===== src/rtl/alu_pkg.sv =====
// alu_pkg: shared definitions for the pipelined ALU.
//   alu_op_e    - 4-bit opcode encoding (9..15 are illegal)
//   FLAG_*      - bit positions inside the 4-bit flags word
//   alu_state_e - control FSM states of alu_pipe
package alu_pkg;

    typedef enum logic [3:0] {
        OP_ADD = 4'd0,
        OP_SUB = 4'd1,
        OP_AND = 4'd2,
        OP_OR  = 4'd3,
        OP_XOR = 4'd4,
        OP_NOT = 4'd5,
        OP_SHL = 4'd6,
        OP_SHR = 4'd7,
        OP_MUL = 4'd8
    } alu_op_e;

    localparam int FLAG_ZERO    = 0;
    localparam int FLAG_CARRY   = 1;
    localparam int FLAG_OVF     = 2;
    localparam int FLAG_ILLEGAL = 3;

    typedef enum logic {
        IDLE    = 1'b0,
        MUL_RUN = 1'b1
    } alu_state_e;

endpackage


===== src/rtl/alu_seq_mul.sv =====
// alu_seq_mul: iterative WIDTH x WIDTH unsigned shift-add multiplier.
// Bit 0 of the multiplier is folded in on the start edge, the remaining
// WIDTH-1 bits on the following edges, so done_o pulses WIDTH-1 cycles
// after start_i and product_o is then final.
// Ports:
//   clk, rst_n            clock, asynchronous active-low reset
//   start_i, a_i, b_i     start pulse with operands
//   done_o                one-cycle pulse, product_o valid
//   product_o [2*WIDTH]   full product
module alu_seq_mul #(
    parameter int WIDTH = 16
) (
    input  logic               clk,
    input  logic               rst_n,
    input  logic               start_i,
    input  logic [WIDTH-1:0]   a_i,
    input  logic [WIDTH-1:0]   b_i,
    output logic               done_o,
    output logic [2*WIDTH-1:0] product_o
);
    localparam int CNTW = $clog2(WIDTH);
    localparam logic [CNTW-1:0] BIT_LAST = CNTW'(WIDTH - 1);

    logic [2*WIDTH-1:0] acc_q;
    logic [2*WIDTH-1:0] mcand_q;
    logic [WIDTH-1:0]   mplier_q;
    logic [CNTW-1:0]    bit_q;
    logic               busy_q;
    logic               done_q;

    always_ff @(posedge clk or negedge rst_n) begin
        if (!rst_n) begin
            acc_q    <= '0;
            mcand_q  <= '0;
            mplier_q <= '0;
            bit_q    <= '0;
            busy_q   <= 1'b0;
            done_q   <= 1'b0;
        end else begin
            done_q <= 1'b0;
            if (start_i) begin
                acc_q    <= b_i[0] ? {{WIDTH{1'b0}}, a_i} : '0;
                mcand_q  <= {{WIDTH{1'b0}}, a_i} << 1;
                mplier_q <= b_i >> 1;
                bit_q    <= CNTW'(1);
                busy_q   <= 1'b1;
            end else if (busy_q) begin
                if (mplier_q[0]) begin
                    acc_q <= acc_q + mcand_q;
                end
                mcand_q  <= mcand_q << 1;
                mplier_q <= mplier_q >> 1;
                bit_q    <= bit_q + 1'b1;
                if (bit_q == BIT_LAST) begin
                    busy_q <= 1'b0;
                    done_q <= 1'b1;
                end
            end
        end
    end

    assign done_o    = done_q;
    assign product_o = acc_q;

endmodule


===== src/rtl/alu_pipe.sv =====
// alu_pipe: registered ALU with valid/ready handshakes on both sides.
// Single-cycle ops load the output register on the accept edge; MUL (when
// built with ALU_MUL_EN) runs the iterative multiplier and loads after
// WIDTH cycles in MUL_RUN. Without ALU_MUL_EN opcode 8 is illegal.
// Ports:
//   clk, rst_n                       clock, asynchronous active-low reset
//   in_valid/in_ready                operand handshake
//   opcode, operand_a, operand_b     operation and operands
//   out_valid/out_ready              result handshake
//   result [WIDTH], flags [4]        {illegal, overflow, carry, zero}
//
// state   | meaning
// IDLE    | accepting operations when the output slot is free
// MUL_RUN | multiplier iterating, counter 0..WIDTH-1, no acceptance
module alu_pipe
    import alu_pkg::*;
#(
    parameter int WIDTH = 16
) (
    input  logic             clk,
    input  logic             rst_n,
    input  logic             in_valid,
    output logic             in_ready,
    input  logic [3:0]       opcode,
    input  logic [WIDTH-1:0] operand_a,
    input  logic [WIDTH-1:0] operand_b,
    output logic             out_valid,
    input  logic             out_ready,
    output logic [WIDTH-1:0] result,
    output logic [3:0]       flags
);
    localparam int SHW = $clog2(WIDTH);

    logic [WIDTH-1:0] result_q, result_d;
    logic [3:0]       flags_q, flags_d;
    logic             valid_q, valid_d;

    logic [WIDTH:0]   sum, diff;
    logic [SHW-1:0]   shamt;
    logic [WIDTH-1:0] alu_res;
    logic [3:0]       alu_flags;

    logic             accept;
    logic             load;
    logic [WIDTH-1:0] load_res;
    logic [3:0]       load_flags;

    assign accept = in_valid && in_ready;

    always_comb begin
        sum       = {1'b0, operand_a} + {1'b0, operand_b};
        diff      = {1'b0, operand_a} - {1'b0, operand_b};
        shamt     = operand_b[SHW-1:0];
        alu_res   = '0;
        alu_flags = '0;
        case (opcode)
            OP_ADD: begin
                alu_res               = sum[WIDTH-1:0];
                alu_flags[FLAG_CARRY] = sum[WIDTH];
                alu_flags[FLAG_OVF]   = (operand_a[WIDTH-1] == operand_b[WIDTH-1]) &&
                                        (sum[WIDTH-1] != operand_a[WIDTH-1]);
            end
            OP_SUB: begin
                alu_res               = diff[WIDTH-1:0];
                alu_flags[FLAG_CARRY] = diff[WIDTH];
                alu_flags[FLAG_OVF]   = (operand_a[WIDTH-1] != operand_b[WIDTH-1]) &&
                                        (diff[WIDTH-1] != operand_a[WIDTH-1]);
            end
            OP_AND:  alu_res = operand_a & operand_b;
            OP_OR:   alu_res = operand_a | operand_b;
            OP_XOR:  alu_res = operand_a ^ operand_b;
            OP_NOT:  alu_res = ~operand_a;
            OP_SHL:  alu_res = operand_a << shamt;
            OP_SHR:  alu_res = operand_a >> shamt;
            // MUL is handled by the FSM when enabled, otherwise it is illegal.
            default: alu_flags[FLAG_ILLEGAL] = 1'b1;
        endcase
        if (!alu_flags[FLAG_ILLEGAL]) begin
            alu_flags[FLAG_ZERO] = (alu_res == '0);
        end
    end

`ifdef ALU_MUL_EN
    localparam int CNTW = $clog2(WIDTH);
    localparam logic [CNTW-1:0] CNT_LAST = CNTW'(WIDTH - 1);

    alu_state_e         state_q, state_d;
    logic [CNTW-1:0]    cnt_q, cnt_d;
    logic               mul_start;
    logic               mul_done;
    logic [2*WIDTH-1:0] mul_prod;

    always_ff @(posedge clk or negedge rst_n) begin
        if (!rst_n) begin
            state_q <= IDLE;
            cnt_q   <= '0;
        end else begin
            state_q <= state_d;
            cnt_q   <= cnt_d;
        end
    end

    always_comb begin
        state_d    = state_q;
        cnt_d      = cnt_q;
        mul_start  = 1'b0;
        load       = 1'b0;
        load_res   = alu_res;
        load_flags = alu_flags;
        case (state_q)
            IDLE: begin
                if (accept) begin
                    if (opcode == OP_MUL) begin
                        mul_start = 1'b1;
                        cnt_d     = '0;
                        state_d   = MUL_RUN;
                    end else begin
                        load = 1'b1;
                    end
                end
            end
            MUL_RUN: begin
                cnt_d = cnt_q + 1'b1;
                if (cnt_q == CNT_LAST && mul_done) begin
                    load                   = 1'b1;
                    load_res               = mul_prod[WIDTH-1:0];
                    load_flags             = '0;
                    load_flags[FLAG_CARRY] = |mul_prod[2*WIDTH-1:WIDTH];
                    load_flags[FLAG_ZERO]  = (mul_prod[WIDTH-1:0] == '0);
                    cnt_d                  = '0;
                    state_d                = IDLE;
                end
            end
            default: state_d = IDLE;
        endcase
    end

    assign in_ready = (state_q == IDLE) && (!valid_q || out_ready);

    alu_seq_mul #(.WIDTH(WIDTH)) u_mul (
        .clk       (clk),
        .rst_n     (rst_n),
        .start_i   (mul_start),
        .a_i       (operand_a),
        .b_i       (operand_b),
        .done_o    (mul_done),
        .product_o (mul_prod)
    );
`else
    assign in_ready = !valid_q || out_ready;

    always_comb begin
        load       = accept;
        load_res   = alu_res;
        load_flags = alu_flags;
    end
`endif

    // A load on the same edge as a consume keeps out_valid high.
    always_comb begin
        valid_d  = valid_q;
        result_d = result_q;
        flags_d  = flags_q;
        if (load) begin
            valid_d  = 1'b1;
            result_d = load_res;
            flags_d  = load_flags;
        end else if (out_ready) begin
            valid_d = 1'b0;
        end
    end

    always_ff @(posedge clk or negedge rst_n) begin
        if (!rst_n) begin
            valid_q  <= 1'b0;
            result_q <= '0;
            flags_q  <= '0;
        end else begin
            valid_q  <= valid_d;
            result_q <= result_d;
            flags_q  <= flags_d;
        end
    end

    assign out_valid = valid_q;
    assign result    = result_q;
    assign flags     = flags_q;

endmodule


===== config.mk =====
export PLATFORM = sky130hd
export DESIGN_NAME = alu_pipe
export DESIGN_NICKNAME = d
export VERILOG_FILES = /design/src/rtl/alu_pkg.sv /design/src/rtl/alu_seq_mul.sv /design/src/rtl/alu_pipe.sv
export SDC_FILE = /design/constraint.sdc
export NUM_CORES = 1
export LEC_CHECK = 0
export CORE_ASPECT_RATIO = 0.5
export CORE_MARGIN = 2
export CORE_UTILIZATION = 63
export DETAILED_ROUTE_END_ITERATION = 7
export PLACE_DENSITY_LB_ADDON = 0.05
export SLEW_MARGIN = 5
export SYNTH_ARGS = -nofsm -noshare
export SYNTH_HDL_FRONTEND = slang
export SYNTH_SLANG_ARGS = --single-unit
export TNS_END_PERCENT = 100

===== constraint.sdc =====
create_clock -name clk -period 3.9 [get_ports clk]
set_clock_uncertainty 0.15 [all_clocks]
set_input_delay 0.975 -clock clk [delete_from_list [all_inputs] [get_ports clk]]
set_output_delay 0.975 -clock clk [all_outputs]
set_load 0.1 [all_outputs]

==> results of run 1 <==
## routing by layer
metal  overflow  GRT usage
met1          1      0.785
met2        105       1.04
met3          1      0.677
met4         79      0.981
met5          0      0.388
## cells by family after synthesis
kind of cell	after synthesis	share of synthesized area
compound gates	219	0.296
simple gates	211	0.211
buf+inv	102	0.0900
mux	58	0.149
fa+ha+maj	53	0.134
flops	21	0.104
xor+xnor	9	0.0156
## per-stage QoR
stage	utilization	cells	cell area [um2]
3_3_place_gp	0.939	1034	7400
2_1_floorplan	-	673	5070
4_1_cts	0.978	1043	7710
3_5_place_dp	0.939	1034	7400
## timing repair
action	in CTS
resized for setup	57
pin swaps	14
buffers inserted	5
setup endpoints to repair	11
==> results.md, run 1 <==
* Status: aborted with a tool error
* Stopped at: global routing (5_1_grt)
* Run Error: [ERROR GRT-0116] Global routing finished with congestion. Check the congestion regions in the DRC Viewer.
* GRT overflow at 186
* Main synth FF type: dfrtp_1
* Net Count, Synth at 766
* H-tree level count at 1
* FP Rows at 23
* Count leader, synth: nor2_1
* Seq/Total Area, Yosys at 0.104
* All-Layer GR Usage at 0.841
* Initial Utilization at 0.640
* Root buffer cell: clkbuf_16
* Num Clock Sinks at 21
* Gpl congestion at 1.19
* # IOs at 62
* Die X-Extent at 131 um
* Leading area contributor after synthesis: ha_1
* Maximum root-to-sink buffer count at 2
* CTS Buf Count at 3
* Average size of a mapped cell at 7.50 um2
* Pre-CTS WS at -0.798 ns
* CTS hold repair buffers at 0
* Synth warn at 0
* Post-synth cell types at a little under 80
* Vias in the first global route at 9632
* Die Span Y at 67.3 um
* First-pass GRT wire length at 55100 um
* HPWL Detailed at 20000 um
* Largest net degree at the start of global routing at 32
* PortBufs at 61
* Register bit total from synthesis at 21
* Top cell type's share of synthesized area at 0.126
* Number of synthesized flops with an enable pin at 0
* Fraction of registers with async set/reset at 1.00
* Synth cell count leaders: nor2_1, nand2_1, ha_1
* Netlist area before placement at 5050 um2
* Post-Syn Instances at 673
* Top cells by area, synth: ha_1, dfrtp_1, mux2_2
==> run 2, diff against run 1 <==
- CORE_ASPECT_RATIO: 0.5 -> not set
- CORE_UTILIZATION: 63 -> 40
- PLACE_DENSITY_LB_ADDON: 0.05 -> 0.15
==> run 2 against run 1 <==
  * The flow now finishes, with violations (negative setup slack)
  * Synthesized cell count unchanged
  * Synthesized area unchanged
==> results.md, run 2 <==
* Status: finished, violations left (was aborted with a tool error)
* Violated checks: negative setup slack
* N_diodes at 0
* Main synth FF type: dfrtp_1 (unchanged)
* Die Span Y at 116 um (was 67.3 um)
* Max Cap Viol at 0
* Syn-to-layout area delta at 59.6%
* Worst skew pair latency at approximately 0.25 ns
* Num Clock Sinks at 21 (unchanged)
* Synth cell count leaders: nor2_1, nand2_1, ha_1 (unchanged)
* Number of synthesized flops with an enable pin at 0 (unchanged)
* Design area at 8060 um2
* Share of cells above drive strength 1 at 0.396
* Vias in the first global route at 6340
* Post-synthesis adder-cell area fraction at 0.134 (unchanged)
* Post-placement cell area at 7630 um2 (was 7400 um2)
* RSZ-0062 raised after global routing: yes
* Critical path type: in2reg
* Area of the multi-input gates at 4390 um2
* Clock group share of total power at 0.114
* Netlist area before placement at 5050 um2 (unchanged)
* Simple-gate portion of the synthesized area at 0.211 (unchanged)
* Seq/Total Area, Yosys at 0.104 (unchanged)
* Worst Hold Slack at 0.335 ns
* Routed Antenna Nets at 0
* GRT overflow at 0
* Leading area contributor after synthesis: ha_1 (unchanged)
* Gpl congestion at 0.972 (was 1.19)
* Maximum root-to-sink buffer count at 2 (unchanged)
* Int Pwr at 963 uW
* Worst-Margin Slew at between 1 and 1.5 ns
* Power Density at 233 nW/um2
* Fillcell total at 1114
* Largest net degree at the start of global routing at 32
* First-pass GRT wire length at 35300 um
* Root buffer cell: clkbuf_16 (unchanged)
* Peak VDD IR at approximately 0.23 mV
* Mux share of post-synthesis cell area at 0.149 (unchanged)
* Initial antenna violation count at 0
* Setup violators final at 1
* HPWL Detailed at 19200 um (was 20000 um)
* Nature of the critical path startpoint: input pin
* Post-layout min period at 3.92 ns
* Vias per inst at 5.89
* Die area at 13500 um2
* CP max FO at 8
* Synth warn at 0 (unchanged)
* WL/cell at 20.5 um
* Max_slew headroom at 0.325
* Clock slew at reported path FFs at 0.06 ns
* Initial Utilization at 0.405 (was 0.640)
* Fraction of registers with async set/reset at 1.00 (unchanged)
* Nets at 1048
* # IOs at 62 (unchanged)
* LEAKAGE at 0.00366 uW
* P_sw at 912 uW
* Placed Cells at 1119 (was 1034)
* Drt first pass iters at 6
* Die X-Extent at 116 um (was 131 um)
* Average size of a mapped cell at 7.50 um2 (unchanged)
* Via count at 6632
* Most frequent cells in the layout: buf_4, nor2_1, nand2_1
* Worst Setup End Kind: register
* PortBufs at 61 (unchanged)
* Largest family of logic cells by synthesized area: compound AO/OA/AOI/OAI gates (unchanged)
* DRC at 0
* Combinational Power Share at 0.740
* CTS hold repair buffers at 0 (unchanged)
* Net Sw Frac at 0.486
* Final std cells w/o fill at 1126
* Top cell type's share of synthesized area at 0.126 (unchanged)
* Post-Route WL at 23100 um
* Count leader, synth: nor2_1 (unchanged)
* Post-Syn Instances at 673 (unchanged)
* Register bit total from synthesis at 21 (unchanged)
* Most common cell after layout, fill and taps aside: buf_4
* Pre-CTS WS at -0.748 ns (was -0.798 ns)
* Post-synth cell types at 77 (unchanged)
* Final Cycle Share at 1.00
* XOR/XNOR share of the synthesized area at 0.0156 (unchanged)
* CTS Buf Count at 3 (unchanged)
* Crit path DAT at approximately 3.9 ns
* WP data required at 3.89 ns
* Synth Area in Compound Gates at 0.296 (unchanged)
* Max reg flops at 16
* Hold Vio Cnt, Final at 0
* Top cells by area, synth: ha_1, dfrtp_1, mux2_2 (unchanged)
* Storage element area at 526 um2
* Core Area at 12500 um2
* All-Layer GR Usage at 0.340
* Max Freq at approximately 260 MHz
* CTS tree: done
* Slew Limit Fails at 0
* HP Class: reg2reg
* Iteration-0 DRC Markers at 635
* FP Rows at 41 (was 23)
* Sequential share of power at 0.146
* Net Count, Synth at 766 (unchanged)
* PnR worst setup slack at -0.0166 ns
* H-tree level count at 1 (unchanged)
[run 2: cell counts after synthesis]
Identical to the previous run, type by type.
[run 2: logic make-up (layout without fill, tap and decap cells)]
kind of cell / Yosys count / after routing
fa+ha+maj: 53 / 53
simple gates: 211 / 211
mux: 58 / 58
compound gates: 219 / 219
flops: 21 / 21
xor+xnor: 9 / 9
buf+inv: 102 / 383
[run 2: what timing repair did]
item	CTS	global route
endpoints found under the setup margin	7	9
buffers inserted	1	2
endpoints found under the hold margin	0	0
resized for setup	42	41
pin swaps	11	11
gates cloned	0	0
[run 2: final timing paths]
kind,start,end,slack [ns],depth (start not counted)
min in group asynchronous,rst_n,out_valid$_DFFE_PN0P_,1.09,1
worst max register to register,out_valid$_DFFE_PN0P_,flags[0]$_DFFE_PN0P_,1.32,9
max in group asynchronous,rst_n,result[12]$_DFFE_PN0P_,1.95,1
worst min-delay path,flags[2]$_DFFE_PN0P_,flags[2]$_DFFE_PN0P_,0.34,1
worst max-delay path,opcode[2],flags[0]$_DFFE_PN0P_,-0.02,13
worst min register to register,flags[2]$_DFFE_PN0P_,flags[2]$_DFFE_PN0P_,0.34,1
[run 2: power groups by stage]
stage,registers (uW),clock network [uW],logic (uW)
2_1_floorplan,542,0,462
3_3_place_gp,275,0,1290
3_5_place_dp,278,0,1300
4_1_cts,275,218,1340
5_1_grt,278,226,1460
6_report,274,213,1390
[run 2: stage by stage]
step	utilization	setup TNS [ns]	total power (uW)
floorplan	-	0	1000
global placement	0.612	-3.07	1560
detailed placement	0.612	-3.48	1580
CTS	0.632	-0.0242	1830
global route	0.646	-0.113	1970
finish	0.646	-0.0166	1880
[run 2: metal layers]
metal / up-vias / GRT usage / share of wire
li1: 3091 / - / -
met1: 3190 / 0.467 / 0.43
met2: 315 / 0.570 / 0.47
met3: 36 / 0.0223 / 0.059
met4: 0 / 0.113 / 0.034
met5: - / 0 / 0
[run 2: layout make-up]
type / instances / area share
multi-input cells: 550 / 0.545
inverters: 50 / 0.0233
repair buffers: 329 / 0.329
flip-flops and latches: 21 / 0.0652
well taps: 172 / 0.0267
clock buffers: 3 / 0.00932
clock inverters: 1 / 0.000621
[run 2: critical path, cell delays in order]
cell	delay (ns)
clkdlybuf4s50_1	0.63
buf_4	0.23
nor3b_1	0.33
and3b_1	0.38
nand2_1	0.17
buf_4	0.16
o211ai_1	0.29
a211oi_2	0.07
buf_4	0.15
nand4_1	0.08
or4_4	0.14
nor4_4	0.03
a32o_1	0.26
Note: power is estimated with default switching activity, not from simulation.
==> run 3, diff against run 2 <==
- SETUP_SLACK_MARGIN: not set -> 0.1
==> run 3 against run 2 <==
  * The flow now finishes without violations
  * Sequential power barely moved
  * Wire length decreased by 0.76%
  * Setup slack better by 0.14 ns
  * Clock-buffer cell count is the same
  * First-iteration DRC count up 17%
==> results.md, run 3 (same netlist as run 2, synthesis figures left out) <==
* R2r endpoint: flags[0]$_DFFE_PN0P_ (unchanged)
* WP data required at 3.95 ns (was 3.89 ns)
* Vias in the first global route at 6493 (was 6340)
* Max Cap Viol at 0 (unchanged)
* Nature of the critical path startpoint: input pin (unchanged)
* All-Layer GR Usage at 0.335 (was 0.340)
* Nets at 1044 (was 1048)
* Vias per inst at 5.95 (was 5.89)
* Reg2reg path depth at 9 (unchanged)
* M3 GR Usage at 0.0431 (was 0.0223)
* Worst-Margin Slew at 1.01 ns (about the same)
* Peak VDD IR at 0.169 mV (was 0.227 mV)
* HP Class: reg2reg (unchanged)
* Setup violators final at 0 (was 1)
* Met2 Use GR at 0.543 (was 0.570)
* Design area at 8300 um2 (was 8060 um2)
* First-pass GRT wire length at 35000 um (was 35300 um)
* Drt first pass iters at 5 (was 6)
* Worst Setup End Kind: register (unchanged)
* Die Span Y at 116 um (unchanged)
* Max reg flops at 16 (unchanged)
* CTS hold repair buffers at 0 (unchanged)
* Syn-to-layout area delta at 64.3% (was 59.6%)
* CTS tree: done (unchanged)
* Post-layout min period at 3.78 ns (was 3.92 ns)
* Root buffer cell: clkbuf_16 (unchanged)
* FP Rows at 41 (unchanged)
* Worst skew pair latency at 0.26 ns (was 0.25 ns)
* GRT overflow at 0 (unchanged)
* RSZ-0062 raised after global routing: yes (unchanged)
* Core Area at 12500 um2 (unchanged)
* CP endpoint: flags[0]$_DFFE_PN0P_ (unchanged)
* Post-Route WL at 22900 um (was 23100 um)
* Status: finished clean (was finished, violations left)
* Max_slew headroom at 0.322 (was 0.325)
* HPWL Detailed at 18400 um (was 19200 um)
* CP max FO at 21 (was 8)
* Iteration-0 DRC Markers at 744 (was 635)
* Gpl congestion at 1.04 (was 0.972)
* LEAKAGE at 0.00377 uW (was 0.00366 uW)
* Reg2reg setup slack at 1.22 ns (was 1.32 ns)
* Maximum root-to-sink buffer count at 2 (unchanged)
* GR Layer Usage met1 at 0.451 (was 0.467)
* Die X-Extent at 116 um (unchanged)
* Share of cells above drive strength 1 at 0.423 (was 0.396)
* Reg2Reg Launch Point: out_valid$_DFFE_PN0P_ (unchanged)
* # IOs at 62 (unchanged)
* DRC at 0 (unchanged)
* Final Cycle Share at 0.968 (was 1.00)
* N_diodes at 0 (unchanged)
* PnR worst setup slack at 0.124 ns (was -0.0166 ns)
* PortBufs at 61 (unchanged)
* GR peak layer: met2 (unchanged)
* Power Density at 232 nW/um2 (was 233 nW/um2)
* Most common cell after layout, fill and taps aside: buf_4 (unchanged)
* Max Freq at 265 MHz (was 255 MHz)
* Largest net degree at the start of global routing at 32 (unchanged)
* Critical path type: in2reg (unchanged)
* Critical path origin: operand_b[1] (was opcode[2])
* Routed Antenna Nets at 0 (unchanged)
* Num Clock Sinks at 21 (unchanged)
* Initial Utilization at 0.405 (unchanged)
* H-tree level count at 1 (unchanged)
* Hold Vio Cnt, Final at 0 (unchanged)
* Initial antenna violation count at 0 (unchanged)
* Crit path DAT at 3.82 ns (was 3.91 ns)
* Clock slew at reported path FFs at 0.06 ns (about the same)
* Most frequent cells in the layout: buf_4, nor2_1, nand2_1 (unchanged)
* Final TNS setup at 0 ns (was -0.0166 ns)
* Pre-CTS WS at -0.605 ns (was -0.748 ns)
* CTS Buf Count at 3 (unchanged)
* Slew Limit Fails at 0 (unchanged)
* WL/cell at 20.4 um (was 20.5 um)
* Die area at 13500 um2 (unchanged)
* Via count at 6671 (was 6632)
* Post-placement cell area at 7560 um2 (was 7630 um2)
==> run 3: cell count changes in the layout (fill, tap and decap cells not counted), moves of 4 or more <==
cell,delta
a21oi_1,-6
a21oi_2,+6
buf_12,+4
buf_4,-14
buf_6,+4
clkdlybuf4s50_1,-14
dlymetal6s2s_1,+9
ha_1,-6
inv_1,-4
==> run 3: worst min-delay path by stage <==
stage,slack (ns),startpoint,to,cells after the start
after CTS,0.34,flags[2]$_DFFE_PN0P_,flags[2]$_DFFE_PN0P_,1
after floorplan,0.53,rst_n,flags[0]$_DFFE_PN0P_,0
after global routing,0.37,flags[2]$_DFFE_PN0P_,flags[2]$_DFFE_PN0P_,1
final,0.34,flags[2]$_DFFE_PN0P_,flags[2]$_DFFE_PN0P_,1
after detailed placement,0.33,flags[2]$_DFFE_PN0P_,flags[2]$_DFFE_PN0P_,1
after global placement,0.32,result[13]$_DFFE_PN0P_,result[13]$_DFFE_PN0P_,2
==> run 3: layout make-up <==
| type | instances | area, um2 |
|---|---|---|
| Clock buffer | 3 | 75.1 |
| Tap cell | 172 | 215 |
| Multi-Input combinational cell | 550 | 4560 |
| Timing Repair Buffer | 325 | 2720 |
| Clock inverter | 1 | 5.00 |
| Sequential cell | 21 | 526 |
| Inverter | 50 | 193 |
| Fill cell | 1120 | 4170 |
==> run 3: layer usage <==
metal  up-vias  part of all wire  wire (um)
met2       304              0.46      10500
met5         -                 0          0
li1       3084                 -          -
met1      3215              0.43       9850
met4         0             0.048       1090
met3        68             0.064       1470
==> run 3: timing repair <==
action,4_1_cts,5_1_grt
setup endpoints to repair,9,10
setup buffers,12,5
resized for setup,57,79
pin swaps,24,30
gates cloned,0,1
==> run 3: metrics by stage <==
stage          power (uW)  std cells  hold slack, ns   util
6_report             1930       1122           0.338  0.666
5_1_grt              2030       1122           0.367  0.666
4_1_cts              1850       1116           0.342  0.637
3_5_place_dp         1570       1100           0.329  0.607
3_3_place_gp         1560       1100           0.318  0.607
2_1_floorplan        1010        673           0.529      -
==> run 3: critical path: stages <==
cell,delay [ns]
buf_2,0.13
buf_12,0.17
mux2_2,0.39
mux2_2,0.30
o21ai_1,0.27
o211ai_1,0.20
nor4_4,0.35
nand4_1,0.14
or4_4,0.54
nor4_4,0.15
a32o_1,0.19
==> run 3: report_power, final <==
part           total (uW)  switching [uW]  internal [uW]
sequential            274            19.9            254
combinational        1430             835            596
clock                 223            84.9            138
==> run 4, diff against run 3 <==
- GPL_ROUTABILITY_DRIVEN: not set -> 0
- PLACE_DENSITY_LB_ADDON: 0.15 -> 0.1
==> run 4 against run 3 <==
  * Fmax shrank 1.4%
  * Core utilization increased by 1.5 points
  * Sequential share of layout area is 0.14 points lower
  * Global-route usage down 2.1 points
  * Register-to-register slack hardly changed
  * Largest power group unchanged
==> results.md, run 4 (same netlist as run 2, synthesis figures left out) <==
* Clock slew at reported path FFs at 0.05 ns (was 0.06 ns)
* Worst skew pair latency at 0.25 ns (was 0.26 ns)
* Post-Route WL at 22500 um (was 22900 um)
* Crit-path cells: clkdlybuf4s50_1 -> buf_4 -> and3b_2 -> a22oi_2 -> o211ai_1 -> a211oi_1 -> buf_4 -> nand4_1 -> or4_4 -> nor4_2 -> a32o_1 (was buf_2 -> buf_12 -> mux2_2 -> mux2_2 -> o21ai_1 -> o211ai_1 -> nor4_4 -> nand4_1 -> or4_4 -> nor4_4 -> a32o_1)
* Combinational Power Share at 0.747 (was 0.742)
* Share of cells above drive strength 1 at 0.439 (was 0.423)
* # IOs at 62 (unchanged)
* FP Rows at 41 (unchanged)
* CTS hold repair buffers at 0 (unchanged)
* Drt first pass iters at 6 (was 5)
* WL/cell at 19.8 um (was 20.4 um)
* Int Pwr at 1000 uW (was 988 uW)
* Worst path slowest cell: clkdlybuf4s50_1 (was or4_4)
* Root buffer cell: clkbuf_16 (unchanged)
* WP data required at 3.94 ns (was 3.95 ns)
* Initial antenna violation count at 0 (unchanged)
* Net Sw Frac at 0.480 (was 0.487)
* Via count at 6754 (was 6671)
* Max Cap Viol at 0 (unchanged)
* Most common cell after layout, fill and taps aside: buf_4 (unchanged)
* Worst Setup End Kind: register (unchanged)
* Core Area at 12500 um2 (unchanged)
* P_sw at 925 uW (was 940 uW)
* CP max FO at 12 (was 21)
* Iteration-0 DRC Markers at 726 (was 744)
* Power Density at 227 nW/um2 (was 232 nW/um2)
* PortBufs at 61 (unchanged)
* Critical path origin: opcode[0] (was operand_b[1])
* Critical path buffer and inverter count at 3 (was 2)
* Fin util at 0.680 (was 0.666)
* Top cell family by delay on the critical path: simple AND/OR/NAND/NOR gates (unchanged)
* Max_slew headroom at 0.343 (was 0.322)
* Max Freq at 261 MHz (was 265 MHz)
* RSZ-0062 raised after global routing: yes (unchanged)
* Post-layout min period at 3.83 ns (was 3.78 ns)
* Routed Antenna Nets at 0 (unchanged)
* Total power at 1930 uW (about the same)
* N_diodes at 0 (unchanged)
* GRT overflow at 0 (unchanged)
* Initial Utilization at 0.405 (unchanged)
* Sequential share of power at 0.141 (was 0.142)
* H-tree level count at 1 (unchanged)
* Die Span Y at 116 um (unchanged)
* HP Class: reg2reg (unchanged)
* Vias in the first global route at 6376 (was 6493)
* LEAKAGE at 0.00392 uW (was 0.00377 uW)
* Most frequent cell on the critical path: buf_4
* Area of the multi-input gates at 4580 um2 (was 4560 um2)
* Critical path type: in2reg (unchanged)
* Fillcell total at 1064 (was 1120)
* Nets at 1060 (was 1044)
* Worst Hold Slack at 0.323 ns (was 0.338 ns)
* DRC at 0 (unchanged)
* Vias per inst at 5.93 (was 5.95)
* Status: finished clean (unchanged)
* CTS Buf Count at 3 (unchanged)
* Peak VDD IR at 0.147 mV (was 0.169 mV)
* Reg2Reg Launch Point: out_valid$_DFFE_PN0P_ (unchanged)
* Syn-to-layout area delta at 68.0% (was 64.3%)
* Clock group share of total power at 0.112 (was 0.116)
* CTS tree: done (unchanged)
* Maximum root-to-sink buffer count at 2 (unchanged)
* Die X-Extent at 116 um (unchanged)
* Die area at 13500 um2 (unchanged)
* Largest net degree at the start of global routing at 32 (unchanged)
* Storage element area at 526 um2 (unchanged)
* First-pass GRT wire length at 33100 um (was 35000 um)
* All-Layer GR Usage at 0.315 (was 0.335)
* Num Clock Sinks at 21 (unchanged)
* Setup violators final at 0 (unchanged)
* Hold Vio Cnt, Final at 0 (unchanged)
* Max incr delay on CP at 0.56 ns (was 0.54 ns)
* Crit path DAT at 3.87 ns (was 3.82 ns)
* HPWL Detailed at 17600 um (was 18400 um)
* Slew Limit Fails at 0 (unchanged)
* Beginning of the worst hold path: flags[2]$_DFFE_PN0P_ (unchanged)
* Worst-Margin Slew at 0.983 ns (was 1.01 ns)
* Most frequent cells in the layout: buf_4, nor2_1, nand2_1 (unchanged)
* Max reg flops at 16 (unchanged)
* Final Cycle Share at 0.982 (was 0.968)
* Nature of the critical path startpoint: input pin (unchanged)
==> run 4: cell count changes in the layout (fill, tap and decap cells not counted), moves of 3 or more <==
cell,before,now
and2_4,1,4
buf_6,6,15
dlygate4sd2_1,6,2
ha_4,8,11
buf_4,251,263
clkdlybuf4s50_1,37,34
and2_1,4,1
dlymetal6s2s_1,13,20
ha_2,6,3
==> run 4: worst paths after layout <==
kind	slack, ns	cells past startpoint	to
worst max register to register	1.22	9	flags[0]$_DFFE_PN0P_
worst max-delay path	0.07	11	flags[0]$_DFFE_PN0P_
worst min-delay path	0.32	1	flags[2]$_DFFE_PN0P_
max in group asynchronous	1.94	1	result[14]$_DFFE_PN0P_
worst min register to register	0.32	1	flags[2]$_DFFE_PN0P_
min in group asynchronous	1.09	1	out_valid$_DFFE_PN0P_
==> run 4: per-stage QoR <==
step,worst slack [ns],TNS (ns),area (um2),std cells
6_report,0.0711,0,8480,1138
5_1_grt,0.00777,0,8480,1138
4_1_cts,-0.0318,-0.0318,7840,1118
3_5_place_dp,-0.519,-3.25,7630,1112
3_3_place_gp,-0.461,-2.66,7630,1112
2_1_floorplan,0.108,0,5100,673
==> run 4: worst reg2reg max path: cells and delay by family, from the launching register on <==
family	cells	cell delay (ns)
simple gates	7	1.67
flops	1	0.37
compound gates	2	0.42
==> run 4: area by class of cell <==
type                    count  share of cell area
clock buffers               4             0.00929
flip-flops and latches     21              0.0620
repair buffers            341               0.340
inverters                  50              0.0232
well taps                 172              0.0254
multi-input cells         550               0.540
==> run 4: layer usage <==
metal / vias up / global-route usage / wire [um] / part of all wire
li1: 3114 / - / - / -
met1: 3209 / 0.411 / 9070 / 0.40
met2: 349 / 0.521 / 10400 / 0.46
met3: 82 / 0.0379 / 1720 / 0.077
met4: 0 / 0.144 / 1290 / 0.057
met5: - / 0 / 0 / 0
==> run 4: repair_timing <==
item                       4_1_cts  5_1_grt
pin swaps                       10       36
setup buffers                    2       19
cloned                           0        1
setup endpoints to repair       10       10
gates resized for setup         33      135
==> run 4: power groups by stage <==
| stage | sequential (uW) | clock (uW) | combinational, uW |
|---|---|---|---|
| 6_report | 272 | 215 | 1440 |
| 4_1_cts | 273 | 220 | 1320 |
| 5_1_grt | 277 | 230 | 1510 |
| 3_5_place_dp | 277 | 0 | 1290 |
| 3_3_place_gp | 276 | 0 | 1270 |
| 2_1_floorplan | 542 | 0 | 468 |
